### src/rtl/cp0_pkg.sv
// Shared CP0 definitions: exception codes, the exception FSM encoding and
// the general exception vector offset.
package cp0_pkg;

    localparam logic [4:0] EXC_INT  = 5'd0;
    localparam logic [4:0] EXC_ADEL = 5'd4;
    localparam logic [4:0] EXC_ADES = 5'd5;
    localparam logic [4:0] EXC_SYS  = 5'd8;
    localparam logic [4:0] EXC_BP   = 5'd9;
    localparam logic [4:0] EXC_RI   = 5'd10;
    localparam logic [4:0] EXC_OV   = 5'd12;

    localparam logic [31:0] VEC_GEN_OFFSET = 32'h0000_0180;

    typedef enum logic [2:0] {
        ST_IDLE     = 3'd0,
        ST_DRAIN    = 3'd1,
        ST_COMMIT   = 3'd2,
        ST_REDIRECT = 3'd3,
        ST_RET      = 3'd4
    } exc_state_e;

    // A delay-slot fault restarts at the branch, one word earlier.
    function automatic logic [31:0] epc_of(input logic [31:0] pc, input logic bd);
        return bd ? (pc - 32'd4) : pc;
    endfunction

endpackage

### src/rtl/cp0_exc_prio.sv
// Combinational exception/interrupt priority encoder: picks the highest
// priority synchronous exception, falling back to a masked, enabled interrupt.
module cp0_exc_prio
    import cp0_pkg::*;
(
    input  logic [5:0] exc_req,
    input  logic [7:0] int_pend,
    input  logic [7:0] status_im,
    input  logic       status_ie,
    input  logic       status_exl,
    input  logic       status_erl,
    output logic       take,
    output logic [4:0] code
);

    logic [7:0] int_hit;
    logic       int_valid;

    genvar gi;
    generate
        for (gi = 0; gi < 8; gi++) begin : g_int_hit
            assign int_hit[gi] = int_pend[gi] & status_im[gi];
        end
    endgenerate

    assign int_valid = status_ie & ~status_exl & ~status_erl & (|int_hit);

    // exc_req bit order is {bp, sys, ov, ri, ades, adel}.
    always_comb begin
        take = 1'b1;
        code = EXC_INT;
        if (exc_req[0]) begin
            code = EXC_ADEL;
        end else if (exc_req[1]) begin
            code = EXC_ADES;
        end else if (exc_req[2]) begin
            code = EXC_RI;
        end else if (exc_req[3]) begin
            code = EXC_OV;
        end else if (exc_req[4]) begin
            code = EXC_SYS;
        end else if (exc_req[5]) begin
            code = EXC_BP;
        end else begin
            code = EXC_INT;
            take = int_valid;
        end
    end

endmodule

### src/rtl/cp0_exc_ctrl.sv
// CP0 exception/ERET sequencer: drains the pipeline, commits EPC/Cause/EXL
// through write strobes and redirects fetch to the vector or back to EPC.
module cp0_exc_ctrl
    import cp0_pkg::*;
#(
    parameter logic [31:0] VEC_BASE  = 32'hBFC0_0200,
    parameter int unsigned DRAIN_MAX = 15
) (
    input  logic        clk,
    input  logic        rst,
    input  logic [5:0]  exc_req,
    input  logic [7:0]  int_pend,
    input  logic [7:0]  status_im,
    input  logic        status_ie,
    input  logic        status_exl,
    input  logic        status_erl,
    input  logic [31:0] exc_pc,
    input  logic        exc_bd,
    input  logic        eret_req,
    input  logic [31:0] epc_in,
    input  logic        pipe_empty,
    output logic        flush,
    output logic        epc_we,
    output logic [31:0] epc_data,
    output logic        cause_we,
    output logic [4:0]  exc_code,
    output logic        cause_bd,
    output logic        set_exl,
    output logic        eret,
    output logic        pc_redirect,
    output logic [31:0] pc_target,
    output logic        busy,
    output logic        drain_err
);

    localparam logic [3:0]  DRAIN_LIMIT = 4'(DRAIN_MAX);
    localparam logic [31:0] VEC_GEN     = VEC_BASE + VEC_GEN_OFFSET;

    exc_state_e  state_q, state_d;
    logic [3:0]  cnt_q, cnt_d;
    logic [4:0]  code_q, code_d;
    logic        bd_q, bd_d;
    logic [31:0] epc_q, epc_d;
    logic        drain_err_q, drain_err_d;

    logic        prio_take;
    logic [4:0]  prio_code;

    cp0_exc_prio u_prio (
        .exc_req    (exc_req),
        .int_pend   (int_pend),
        .status_im  (status_im),
        .status_ie  (status_ie),
        .status_exl (status_exl),
        .status_erl (status_erl),
        .take       (prio_take),
        .code       (prio_code)
    );

    always_ff @(posedge clk or negedge rst) begin
        if (!rst) begin
            state_q     <= ST_IDLE;
            cnt_q       <= '0;
            code_q      <= '0;
            bd_q        <= 1'b0;
            epc_q       <= '0;
            drain_err_q <= 1'b0;
        end else begin
            state_q     <= state_d;
            cnt_q       <= cnt_d;
            code_q      <= code_d;
            bd_q        <= bd_d;
            epc_q       <= epc_d;
            drain_err_q <= drain_err_d;
        end
    end

    always_comb begin
        state_d     = state_q;
        cnt_d       = cnt_q;
        code_d      = code_q;
        bd_d        = bd_q;
        epc_d       = epc_q;
        drain_err_d = drain_err_q;
        case (state_q)
            ST_IDLE: begin
                cnt_d = '0;
                // An exception in the same cycle as ERET wins; the ERET is dropped.
                if (prio_take) begin
                    code_d  = prio_code;
                    bd_d    = exc_bd;
                    epc_d   = epc_of(exc_pc, exc_bd);
                    state_d = ST_DRAIN;
                end else if (eret_req) begin
                    state_d = ST_RET;
                end
            end
            ST_DRAIN: begin
                if (pipe_empty) begin
                    state_d = ST_COMMIT;
                end else if (cnt_q == DRAIN_LIMIT) begin
                    state_d     = ST_COMMIT;
                    drain_err_d = 1'b1;
                end else begin
                    cnt_d = cnt_q + 4'd1;
                end
            end
            ST_COMMIT:   state_d = ST_REDIRECT;
            ST_REDIRECT: state_d = ST_IDLE;
            ST_RET:      state_d = ST_IDLE;
            default:     state_d = ST_IDLE;
        endcase
    end

    logic in_commit;
    assign in_commit = (state_q == ST_COMMIT);

    assign flush       = (state_q == ST_DRAIN);
    assign epc_we      = in_commit;
    assign cause_we    = in_commit;
    assign set_exl     = in_commit;
    assign epc_data    = in_commit ? epc_q  : 32'd0;
    assign exc_code    = in_commit ? code_q : 5'd0;
    assign cause_bd    = in_commit & bd_q;
    assign eret        = (state_q == ST_RET);
    assign pc_redirect = (state_q == ST_REDIRECT) || (state_q == ST_RET);
    assign busy        = (state_q != ST_IDLE);
    assign drain_err   = drain_err_q;

    // epc_in is the one input allowed to reach an output combinationally.
    always_comb begin
        pc_target = 32'd0;
        if (state_q == ST_REDIRECT) begin
            pc_target = VEC_GEN;
        end else if (state_q == ST_RET) begin
            pc_target = epc_in;
        end
    end

endmodule

### config.mk
export PLATFORM = sky130hd
export DESIGN_NAME = cp0_exc_ctrl
export DESIGN_NICKNAME = d
export VERILOG_FILES = /design/src/rtl/cp0_pkg.sv /design/src/rtl/cp0_exc_prio.sv /design/src/rtl/cp0_exc_ctrl.sv
export SDC_FILE = /design/constraint.sdc
export NUM_CORES = 1
export LEC_CHECK = 0
export ABC_CLOCK_PERIOD_IN_PS = 2100
export CELL_PAD_IN_SITES_DETAIL_PLACEMENT = 2
export CELL_PAD_IN_SITES_GLOBAL_PLACEMENT = 2
export CORE_UTILIZATION = 21
export CTS_CLUSTER_DIAMETER = 40
export DETAILED_ROUTE_END_ITERATION = 8
export GPL_TIMING_DRIVEN = 0
export PLACE_DENSITY_LB_ADDON = 0.1
export SYNTH_ARGS = -nofsm -noshare
export SYNTH_HDL_FRONTEND = slang
export SYNTH_HIERARCHICAL = 1
export SYNTH_SLANG_ARGS = --single-unit
### constraint.sdc
create_clock -name clk -period 2.1 [get_ports clk]
set_input_delay 0.42 -clock clk [delete_from_list [all_inputs] [get_ports clk]]
set_output_delay 0.42 -clock clk [all_outputs]
set_load 0.05 [all_outputs]
# After elaboration in Yosys (flattened, before gate mapping)
# Index checks and enable logic that the tools add are counted.
[classes]
n_mux = 25
n_bitwise = 15
add_sub_neg = 2
n_reduce_logical = 9
n_eq_ne = 9
[op_table]
columns = ["op", "n"]
rows = [
  ["2-to-1 mux 32 bit", 4],
  ["subtractor 32 x 3 -> 32 bit (second input constant)", 1],
  ["2-to-1 mux 5 bit", 6],
  ["AND 1 bit", 12],
  ["2-to-1 mux 3 bit", 4],
  ["2-to-1 mux 4 bit", 3],
  ["case mux 3 bit (3 select lines)", 1],
  ["case mux 4 bit (2 select lines)", 1],
  ["OR reduction 8 bit", 1],
  ["== test 3 x 2 -> 1 bit (second input constant)", 2],
  ["2-to-1 mux 1 bit", 6],
  ["AND reduction 3 bit", 2],
  ["adder 4 x 1 -> 4 bit (second input constant)", 1],
  ["== test 4 bit (second input constant)", 1],
  ["inequality test 2 bit (second input constant)", 2],
  ["AND reduction 2 bit", 2],
  ["== test 3 x 1 -> 1 bit (second input constant)", 1],
  ["== test 3 bit (second input constant)", 1],
  ["logical NOT 3 bit", 1],
  ["inequality test 3 x 2 -> 1 bit (second input constant)", 1],
  ["inequality test 3 bit (second input constant)", 1],
  ["inverter 1 bit", 3],
  ["nonzero test 3 bit", 1],
  ["nonzero test 2 bit", 1],
  ["logical OR 1 bit", 1],
]
[totals]
word_cells = 66
in_bits = 94
regBits = 46
out_inout_bits = 78

# Depth between registers and ports, before layout
[depth]
ltp_word = 12
depth_mapped = 8
ltp_nobuf = 7

# By module
# The synthesis kept the hierarchy.
[modules_own_cells]
columns = ["mod", "n_inst", "cells_per_inst", "area_each_um2", "seq_area_each_um2"]
rows = [
  ["cp0_exc_ctrl", 1, 318, 2849.0, 1151.1],
  ["cp0_exc_prio", 1, 19, 113.9, 0.0],
]

# Least setup slack after synthesis
# OpenSTA, ideal clock, no wires.
[synth_path]
path_type = "register to output"
from = "reg state_q[1]"
to = "out pc_target[14]"
stages_incl_launch_ff = 4
n_path_buf = 1
required_ns = 1.680
setup_slack_ns = -0.343
arrival_ns = 2.023
path_cell_list = "dfrtp_1 -> nor3b_1 -> clkbuf_1 -> and2_1"
[synth_via]
elab_chain_len = 3
word_cells_on_any_way = 4
classes_between = "eq/ne (2); mux (2)"
[synth_rtl]
columns = ["item", "line_no", "text"]
rows = [
  ["start: declaration", "cp0_exc_ctrl.sv:39", "exc_state_e state_q, state_d;"],
  ["start signal: assignment", "cp0_exc_ctrl.sv:69", "state_q <= state_d;"],
  ["== test 3 bit", "n/a", ""],
  ["net eret", "cp0_exc_ctrl.sv:29", "output logic eret,"],
  ["2-to-1 mux 32 bit", "cp0_exc_ctrl.sv:135", "end else if (state_q == ST_RET) begin"],
  ["2-to-1 mux 32 bit", "cp0_exc_ctrl.sv:133", "if (state_q == ST_REDIRECT) begin"],
  ["end: declaration", "cp0_exc_ctrl.sv:31", "output logic [31:0] pc_target,"],
]
# The timed path passes the listed nets, and every way through them passes these cells.

# Final worst setup path
[layout_path]
from = "reg state_q[1]"
to = "out pc_target[21]"
[layout_via]
elab_chain_len = 3
word_cells_on_any_way = 4
classes_between = "eq/ne (2); mux (2)"
[layout_rtl]
columns = ["item", "line_no"]
rows = [
  ["== test 3 bit", "cp0_exc_ctrl.sv:135"],
  ["2-to-1 mux 32 bit", "cp0_exc_ctrl.sv:135"],
  ["2-to-1 mux 32 bit (*)", "cp0_exc_ctrl.sv:133"],
]
# Every way passes the cells marked *; elsewhere a longest branch is shown, timed or not.

==> out/qor.csv <==
metric,value,unit
DP Area,4930,um2
Setup TNS Final,0,ps
final worst path period share,99.0,%
Peak supply drop,414,uV
synth top area cells,"dfrtp_1 (39%), and2_1 (12%), xnor2_1 (6.8%)",
clock root buffer,clkbuf_16,
Buffers on Ports,171,
Synthesis Warnings,6,
Tightest Pin Transition,639,ps
Layout area overhead,92.5,%
Clock Latency Late Sink,290,ps
GPL Wtd Cong,0.746,
CTS Hold Bufs,0,
TritonCTS clock tree,built,
Max Clock Freq,481,MHz
Sequential Power Share,23.1,%
final instance area,5700,um2
"area leader, netlist",dfrtp_1,
"EDFF count, synth",0,
worst-path maximum fanout,10,
final clock skew,4.51,ps
Hold Crit Class,input port to async pin,
Syn Inst Count,337,
Leak Pwr,0.00250,uW
pre-CTS setup slack,-1010,ps
switching share of power,46.2,%
Core ar.,13800,um2
Post-Syn Area per Cell,8.79,um2
Final ANT Viol Nets,0,
Mapped Nets,433,
DR WL/cell,16.8,um
"Hold Vio Cnt, Final",0,
Antenna diodes,0,
"commonest non-fill, non-tap cell in the layout",clkdlybuf4s50_1,
Slew HR,57.4,%
initial antenna violation count,0,
Top Ports,172,
worst setup margin,21.4,ps
Max Root-Sink Buffers,2,
WP data arrival,1660,ps
total wire length,12.0,mm
proportion of netlist area held by the largest area contributor,38.9,%
Pins Over Slew Limit,0,
"FF+latch count, synth",46,
largest net degree at the start of global routing,25,
FF-to-FF Start,cnt_q[0],
layout cells sized above 1,38.5,%
vias,3212,
drt pass-1 iters,4,
RSZ-0062 raised after global routing,yes,
Most used DFF post-synth,dfrtp_1,
clk sinks,46,
global-route wire length before repair,18.6,mm
R2R Setup Slk,450,ps
worst r2r path cells,6,
combinational share of power,62.6,%
CTS buffer count,5,
DRC viols,0,
"Seq/Total Area, Yosys",38.9,%
# rows,43,
max_cap viols,0,
Finish-stage setup viols,0,
library cells used by synthesis,41,
initial drt markers,58,
H-tree Lvls,2,
die height,121,um
Critical Path RT,1680,ps
initial core utilization,21.4,%
most frequent cells in the layout,"clkdlybuf4s50_1 (89), buf_6 (56), dfrtp_1 (43)",
Critical Setup Path Class,flip-flop to output pin,
Final HPWL DP,9.12,mm
worst flop-to-flop path endpoint,cnt_q[2],
grt ovf,0,
Die W,121,um
fin util,41.3,%
Clock Pin Slew Worst Setup and Hold Paths,70,ps
Psw,3020,uW
Cell Pwr Density,1150,nW/um2
vias in the first global route,3486,
Mapped Area,2960,um2
status,"complete, no violations",
die area,14600,um2
P_int,3520,uW
Final Critical Period,2080,ps
final layout net count,632,
DR vias/cell,4.48,
Synth async-reset ratio,100,%
clock share of power,14.2,%
crit end category,output pin,
CP Launch Type,flip-flop,
Total GRT Usage,16.4,%
==> layer usage <==
metal  up-vias  GRT usage (%)  part of all wire, %
li1       1529              -                    -
met1      1577           19.5                   41
met2       100           30.6                   54
met3         6           3.40                  5.1
met4         0           2.55                 0.61
met5         -              0                    0
==> worst max-delay path: stages, from the launching register on <==
cell and delay (ps):
dfrtp_2 470, nor3b_4 320, buf_6 160, buf_8 120, and2_2 150, buf_6 150
==> state kept, by name (all words and copies together) (netlist names) <==
register / count
bd_q: 1
code_q: 5
epc_q: 32
drain_err: 1
cnt_q: 4
state_q: 3
==> final cells by class <==
cell class | count | area, um2
clock buffers | 6 | 129
fillers | 1532 | 8120
clock inverters | 2 | 37.5
well taps | 180 | 225
flip-flops and latches | 46 | 1150
repair buffers | 193 | 2020
inverters | 4 | 15.0
multi-input cells | 268 | 1920
plain buffers | 18 | 195
==> per-stage QoR <==
stage	hold slack, ps	cells	total power, uW
finish	146	717	6540
global route	179	717	6940
CTS	169	707	6360
detailed placement	462	689	5070
global placement	456	688	4980
floorplan	124	337	3720
==> cell families (layout without fill, tap and decap cells) <==
kind of cell | count (synthesis) | count (layout) | share of synthesized area (%)
simple gates | 171 | 171 | 33.7
compound gates | 56 | 56 | 11.2
flops | 46 | 46 | 38.9
xor+xnor | 30 | 30 | 8.87
buf+inv | 23 | 223 | 3.34
mux | 8 | 8 | 3.04
fa+ha+maj | 2 | 2 | 0.844
other cells | 1 | 1 | 0.127
==> synth_stat cells, types with 2 or more instances <==
cell / number
a21o_1: 12
a21oi_1: 2
a22oi_1: 4
and2_1: 59
buf_4: 3
clkbuf_1: 14
dfrtp_1: 46
ha_1: 2
inv_1: 4
mux2_2: 8
nand2_1: 41
nand2b_1: 2
nand3b_1: 4
nand4_1: 3
nor2_1: 13
nor2b_1: 2
nor3_1: 14
nor3b_1: 3
nor4_1: 5
nor4_2: 6
o21ai_0: 18
o21ai_1: 17
or2_2: 3
or3_1: 7
xnor2_1: 23
xor2_1: 7
==> power groups by stage <==
stage	clock network [uW]	logic (uW)	registers [uW]
detailed placement	0	3560	1510
CTS	952	3890	1520
global route	985	4380	1570
floorplan	0	2290	1430
global placement	0	3490	1490
finish	929	4100	1510
==> worst max-delay path by stage <==
stage,startpoint,end
2_1_floorplan,state_q[1],pc_target[14]
3_3_place_gp,exc_req[2],epc_q[21]
3_5_place_dp,exc_req[3],epc_q[21]
4_1_cts,state_q[0],pc_redirect
5_1_grt,state_q[1],pc_target[21]
6_report,state_q[1],pc_target[21]
==> repair_timing <==
item | in CTS | in global routing
setup endpoints to repair | 116 | 103
gates cloned | 1 | 0
pin swaps | 3 | 6
resized for setup | 553 | 102
buffers inserted | 9 | 11
No activity file was read; power rests on OpenSTA's default activity.
